--- src/rtl/stream_mux_pkg.sv ---
// Shared constants for the stream multiplexer: run-time selection modes.
package stream_mux_pkg;

  localparam logic [1:0] MODE_SEL  = 2'd0;
  localparam logic [1:0] MODE_PRIO = 2'd1;
  localparam logic [1:0] MODE_RR   = 2'd2;

  // Mode 3 is reserved and behaves as explicit select, so only 1 and 2
  // route through the shared scanner.
  function automatic logic mode_uses_arb(input logic [1:0] mode);
    return (mode == MODE_PRIO) || (mode == MODE_RR);
  endfunction

endpackage

--- src/rtl/rr_arbiter.sv ---
// Circular first-request scanner: returns a one-hot grant for the first
// asserted request found scanning upward from i_start, wrapping at NUM_CH.
module rr_arbiter #(
  parameter int NUM_CH = 3,
  parameter int SELW   = $clog2(NUM_CH)
) (
  input  logic [NUM_CH-1:0] i_req,
  input  logic [SELW-1:0]   i_start,
  input  logic              i_en,
  output logic [NUM_CH-1:0] o_grant
);

  // Scan NUM_CH positions from i_start; the first hit wins.
  always_comb begin
    logic [SELW:0] idx;
    logic          found;
    o_grant = '0;
    idx     = '0;
    found   = 1'b0;
    if (i_en) begin
      for (int k = 0; k < NUM_CH; k++) begin
        idx = {1'b0, i_start} + (SELW+1)'(k);
        if (idx >= (SELW+1)'(NUM_CH)) begin
          idx = idx - (SELW+1)'(NUM_CH);
        end
        if (!found && i_req[idx[SELW-1:0]]) begin
          o_grant[idx[SELW-1:0]] = 1'b1;
          found                  = 1'b1;
        end
      end
    end
  end

endmodule

--- src/rtl/stream_mux_arb.sv ---
// Registered N-channel stream multiplexer. Source selection is explicit,
// fixed priority (highest index wins) or round-robin; the output register
// supports backpressure and reloads back-to-back without bubbles.
module stream_mux_arb
  import stream_mux_pkg::*;
#(
  parameter int WIDTH  = 4,
  parameter int NUM_CH = 3,
  parameter int SELW   = $clog2(NUM_CH)
) (
  input  logic                    clk,
  input  logic                    rst_n,
  input  logic [1:0]              mode,
  input  logic [SELW-1:0]         sel,
  input  logic [NUM_CH*WIDTH-1:0] in_data,
  input  logic [NUM_CH-1:0]       in_valid,
  output logic [NUM_CH-1:0]       in_ready,
  output logic [WIDTH-1:0]        out_data,
  output logic                    out_valid,
  input  logic                    out_ready,
  output logic [SELW-1:0]         out_ch
);

  logic [NUM_CH-1:0] w_sel_grant;
  logic [NUM_CH-1:0] w_rev_req;
  logic [NUM_CH-1:0] w_arb_req;
  logic [SELW-1:0]   w_arb_start;
  logic              w_arb_en;
  logic [NUM_CH-1:0] w_arb_grant;
  logic [NUM_CH-1:0] w_prio_grant;
  logic [NUM_CH-1:0] w_grant;
  logic [SELW-1:0]   w_rr_start;
  logic              w_load_en;
  logic              w_xfer;
  logic [SELW-1:0]   w_g_idx;
  logic [WIDTH-1:0]  w_g_data;

  logic [WIDTH-1:0]  r_out_data;
  logic              r_out_valid;
  logic [SELW-1:0]   r_out_ch;
  logic [SELW-1:0]   r_rr_ptr;

  // Explicit select: an out-of-range sel matches no channel, so no grant.
  always_comb begin
    w_sel_grant = '0;
    for (int i = 0; i < NUM_CH; i++) begin
      if (sel == SELW'(i)) begin
        w_sel_grant[i] = in_valid[i];
      end
    end
  end

  // Bit-reverse requests so an upward scan from 0 finds the highest index.
  always_comb begin
    w_rev_req = '0;
    for (int j = 0; j < NUM_CH; j++) begin
      w_rev_req[j] = in_valid[NUM_CH-1-j];
    end
  end

  // Round-robin scan starts one past the last winner; rr_ptr is checked last.
  assign w_rr_start = (r_rr_ptr == SELW'(NUM_CH-1)) ? '0 : r_rr_ptr + 1'b1;

  // Steer the shared scanner between priority and round-robin use.
  always_comb begin
    w_arb_en    = mode_uses_arb(mode);
    w_arb_req   = (mode == MODE_RR) ? in_valid   : w_rev_req;
    w_arb_start = (mode == MODE_RR) ? w_rr_start : '0;
  end

  rr_arbiter #(
    .NUM_CH (NUM_CH),
    .SELW   (SELW)
  ) u_rr_arbiter (
    .i_req   (w_arb_req),
    .i_start (w_arb_start),
    .i_en    (w_arb_en),
    .o_grant (w_arb_grant)
  );

  // Undo the request reversal for the priority-mode grant.
  always_comb begin
    w_prio_grant = '0;
    for (int j = 0; j < NUM_CH; j++) begin
      w_prio_grant[j] = w_arb_grant[NUM_CH-1-j];
    end
  end

  // Final grant per mode; mode 3 falls through to explicit select.
  always_comb begin
    w_grant = w_sel_grant;
    case (mode)
      MODE_PRIO: w_grant = w_prio_grant;
      MODE_RR:   w_grant = w_arb_grant;
      default:   w_grant = w_sel_grant;
    endcase
  end

  assign w_load_en = !r_out_valid || out_ready;
  assign in_ready  = (rst_n && w_load_en) ? w_grant : '0;
  assign w_xfer    = |(in_valid & in_ready);

  // Encode the granted channel and pick its data with a one-hot OR mux.
  always_comb begin
    w_g_idx  = '0;
    w_g_data = '0;
    for (int i = 0; i < NUM_CH; i++) begin
      if (w_grant[i]) begin
        w_g_idx  = SELW'(i);
        w_g_data = w_g_data | in_data[i*WIDTH +: WIDTH];
      end
    end
  end

  // Output register and round-robin pointer; both hold while stalled.
  always_ff @(posedge clk) begin
    if (!rst_n) begin
      r_out_data  <= '0;
      r_out_valid <= 1'b0;
      r_out_ch    <= '0;
      r_rr_ptr    <= SELW'(NUM_CH-1);
    end else if (w_load_en) begin
      if (w_xfer) begin
        r_out_data  <= w_g_data;
        r_out_ch    <= w_g_idx;
        r_out_valid <= 1'b1;
        if (mode == MODE_RR) begin
          r_rr_ptr <= w_g_idx;
        end
      end else begin
        r_out_valid <= 1'b0;
      end
    end
  end

  assign out_data  = r_out_data;
  assign out_valid = r_out_valid;
  assign out_ch    = r_out_ch;

endmodule
--- config.mk ---
export PLATFORM = sky130hd
export DESIGN_NAME = stream_mux_arb
export DESIGN_NICKNAME = d
export VERILOG_FILES = /design/src/rtl/stream_mux_pkg.sv /design/src/rtl/rr_arbiter.sv /design/src/rtl/stream_mux_arb.sv
export SDC_FILE = /design/constraint.sdc
export NUM_CORES = 1
export LEC_CHECK = 0
export BUFFER_PORTS_ARGS = -buffer_cell sky130_fd_sc_hd__buf_2
export CORE_ASPECT_RATIO = 0.7
export CORE_UTILIZATION = 30
export DETAILED_ROUTE_END_ITERATION = 16
export RECOVER_POWER = 100
export SLEW_MARGIN = 40
export SYNTH_ARGS = -nofsm -noshare
export SYNTH_HDL_FRONTEND = slang
export SYNTH_HIERARCHICAL = 1
export SYNTH_SLANG_ARGS = --single-unit
--- constraint.sdc ---
create_clock -name clk -period 9.21 [get_ports clk]
set_input_delay 2.763 -clock clk [delete_from_list [all_inputs] [get_ports clk]]
set_output_delay 2.763 -clock clk [all_outputs]
set_load 0.005 [all_outputs]
==> results.toml <==
[detailed_routing]
drtPass1Iterations = 5
wl_per_cell_um = 13.9
vias_per_cell = 5.38
drtIter0Drc = 49
drc = 0
ant_nets = 0
drt-total-wl_mm = 2.47
route.vias.total = 953

[place]
place_ws_ns = 0.687
gp_congestion = 0.843
io_buffers = 31
dpl-instance-area_mm2 = 0.00116
hpwlAfterDp_mm = 2.00

[critical_path]
path_buf_inv = 5
crit_path_end_kind = "output port"
max_stage_delay_ns = 0.48
worstSetupPathType = "in -> out"
slowest_stage = "ha_1"
crit_fanout = 9
cpMostUsedCell = "inv_1"
start_kind = "input port"
path_cells = "clkbuf_1 -> inv_1 -> ha_1 -> inv_1 -> nor3_1 -> inv_1 -> ha_1 -> mux2i_1 -> o221ai_1 -> o32ai_1 -> a22oi_1 -> nor2_1 -> a21o_2 -> nor2b_1 -> clkbuf_1"
cp_top_family = "compound AO/OA/AOI/OAI gates"
cp.required_ns = 6.45
cp_data_arrival_time_ns = 5.82

[clocking]
ctsResizeCount = 0
cts_setup_buffers = 0
cts_root_buffer = "clkbuf_8"
clk_latency_ns = 0.24
clock_path_buffers = 2
htreeDepth = 1
cts_tree = "built"
holdBufCountCts = 0
clk_pin_slew_ns = 0.05
numCtsBuffers = 3
clkSinkCount = 9

[yosys]
synth_area_leaders = "dfxtp_1 18%, mux2i_1 11%, ha_1 7.7%, nand2_1 4.2%, a222oi_1 4.1%"
yosysSeqAreaShare = 0.184
syn_inst = 108
yosysTopAreaCell = "dfxtp_1"
synth-edff-count = 0
ys_ff_latch = 9
syn_nets = 136
synth_ff_type = "dfxtp_1"
synthDistinctLibCells = 41
ys_warn_count = 6
synth_top_area_share = 0.184
syn_avg_cell_area_um2 = 9.07
synthArstFlopShare = 0
synth_area_um2 = 980

[die]
die_w_um = 70.3
ios = 32
initial_utilization = 0.333
rows = 16
core_mm2 = 0.00294
die_h_um = 49.8
die_area_mm2 = 0.00350

[finish]
final_area_mm2 = 0.00116
nets = 170
fin_util = 0.393
area_growth_pct = 18.0
drive_above_1_share = 0.298
antennaDiodeCount = 0

[grt]
grt_pass1_wl_mm = 4.02
grt_pass1_vias = 907
grtUsageTotal = 0.146
grt_max_degree = 11
antenna_found_initial = 0
gr-total-overflow = 0

[outcome]
outcome = "completed"

[timing]
fin_crit_ns = 8.58
finalSetupViolCount = 0
hold_viol = 0
finClkSkew_ns = 0.00490
rsz0062_at_grt = "no"
slew_viol_final = 0
finalCritPeriodShare = 0.932
finalSetupTns_ns = 0
timing.final.ws_setup_ns = 0.627
max_freq_ghz = 0.117
tightest_slew_ns = 0.874
relSlewSlack = 0.417

[pwr]
peakVddDrop_v = 0.0000475
power_density_mw_per_mm2 = 106
p_leak_nw = 0.447

[worst_hold_path]
hold_path_class = "reg -> reg"

[flow_run]
cap_violations = 0
[cell usage after synthesis (2+ instances only)]
master and n:
mux2i_1 11, nand4b_1 3, dfxtp_1 9, a21oi_1 4, a222oi_1 4, a22oi_1 2, nor2_1 5, nor2b_4 2
nand2_1 11, o21ai_2 3, mux2_2 2, ha_1 6, o21a_1 3, inv_1 7, nor2b_1 6, nand2b_1 4
o21ai_0 2
[worst reg2reg max path, cell delays in order, from the launching register on]
cell and delay [ns]:
dfxtp_1 0.32, nor3_1 0.36, inv_1 0.12, ha_1 0.48
mux2i_1 0.22, o221ai_1 0.18, o32ai_1 0.48, a22oi_1 0.16
nor2_1 0.14, o21ai_0 0.14, a21oi_1 0.73, mux2i_1 0.29
[where the power goes]
| group | leakage, nW | total (mW) | internal (mW) | switching, mW |
|---|---|---|---|---|
| Clock | 0.0255 | 0.0476 | 0.0297 | 0.0179 |
| Combinational | 0.349 | 0.0331 | 0.0145 | 0.0186 |
| Sequential | 0.0729 | 0.0413 | 0.0405 | 0.000824 |
| Total | 0.447 | 0.122 | 0.0847 | 0.0373 |
[sequential cells by signal, summed over array words and instances, names as in the netlist]
register	count
out_data	4
out_ch	2
r_rr_ptr	2
out_valid	1
[kinds of logic after synthesis]
| family | Yosys count | share of synthesized area |
|---|---|---|
| AND/OR/NAND/NOR | 38 | 0.247 |
| AO/OA/AOI/OAI | 31 | 0.304 |
| multiplexers | 13 | 0.135 |
| buffers and inverters | 11 | 0.0536 |
| flip-flops | 9 | 0.184 |
| adder cells (fa/ha/maj) | 6 | 0.0766 |
[through the flow]
stage                     std cells  total power, mW  hold slack (ns)
after detailed placement        173           0.0772            0.447
after global placement          173           0.0764            0.443
after global routing            177            0.128            0.490
final                           177            0.122            0.458
after floorplan                 108           0.0651            0.444
after CTS                       177            0.124            0.456
[final cells by class]
class | instances | area (um^2)
Fill cell | 303 | 1790
Multi-Input combinational cell | 88 | 706
Sequential cell | 9 | 180
Timing Repair Buffer | 32 | 149
Tap cell | 36 | 45.0
Clock buffer | 3 | 41.3
Inverter | 8 | 30.0
Clock inverter | 1 | 5.00
[placed cells by master, fill, tap and decap left out, drive strengths merged, types with 4 or more instances in the layout]
master	instances
clkbuf	12
nor2b	9
inv	8
a222oi	4
o21ai	5
nor2	5
a21oi	5
mux2i	11
buf	23
nand2	11
nand2b	4
ha	6
dfxtp	9
[path summary, 6_finish.rpt]
kind	start	end	slack, ns	depth (start not counted)
worst min register to register	out_data[0]	out_data[0]	0.46	2
worst max register to register	r_rr_ptr[0]	out_data[2]	5.51	11
worst max-delay path	mode[0]	in_ready[0]	0.63	15
worst min-delay path	out_data[0]	out_data[0]	0.46	2
[metal layers]
layer | routed length (um) | vias up | GRT usage
li1 | - | 465 | -
met1 | 1090 | 454 | 0.178
met2 | 1220 | 30 | 0.235
met3 | 130 | 4 | 0.0470
met4 | 25 | 0 | 0.0667
met5 | 0 | - | 0
Note: power is estimated with default switching activity, not from simulation.
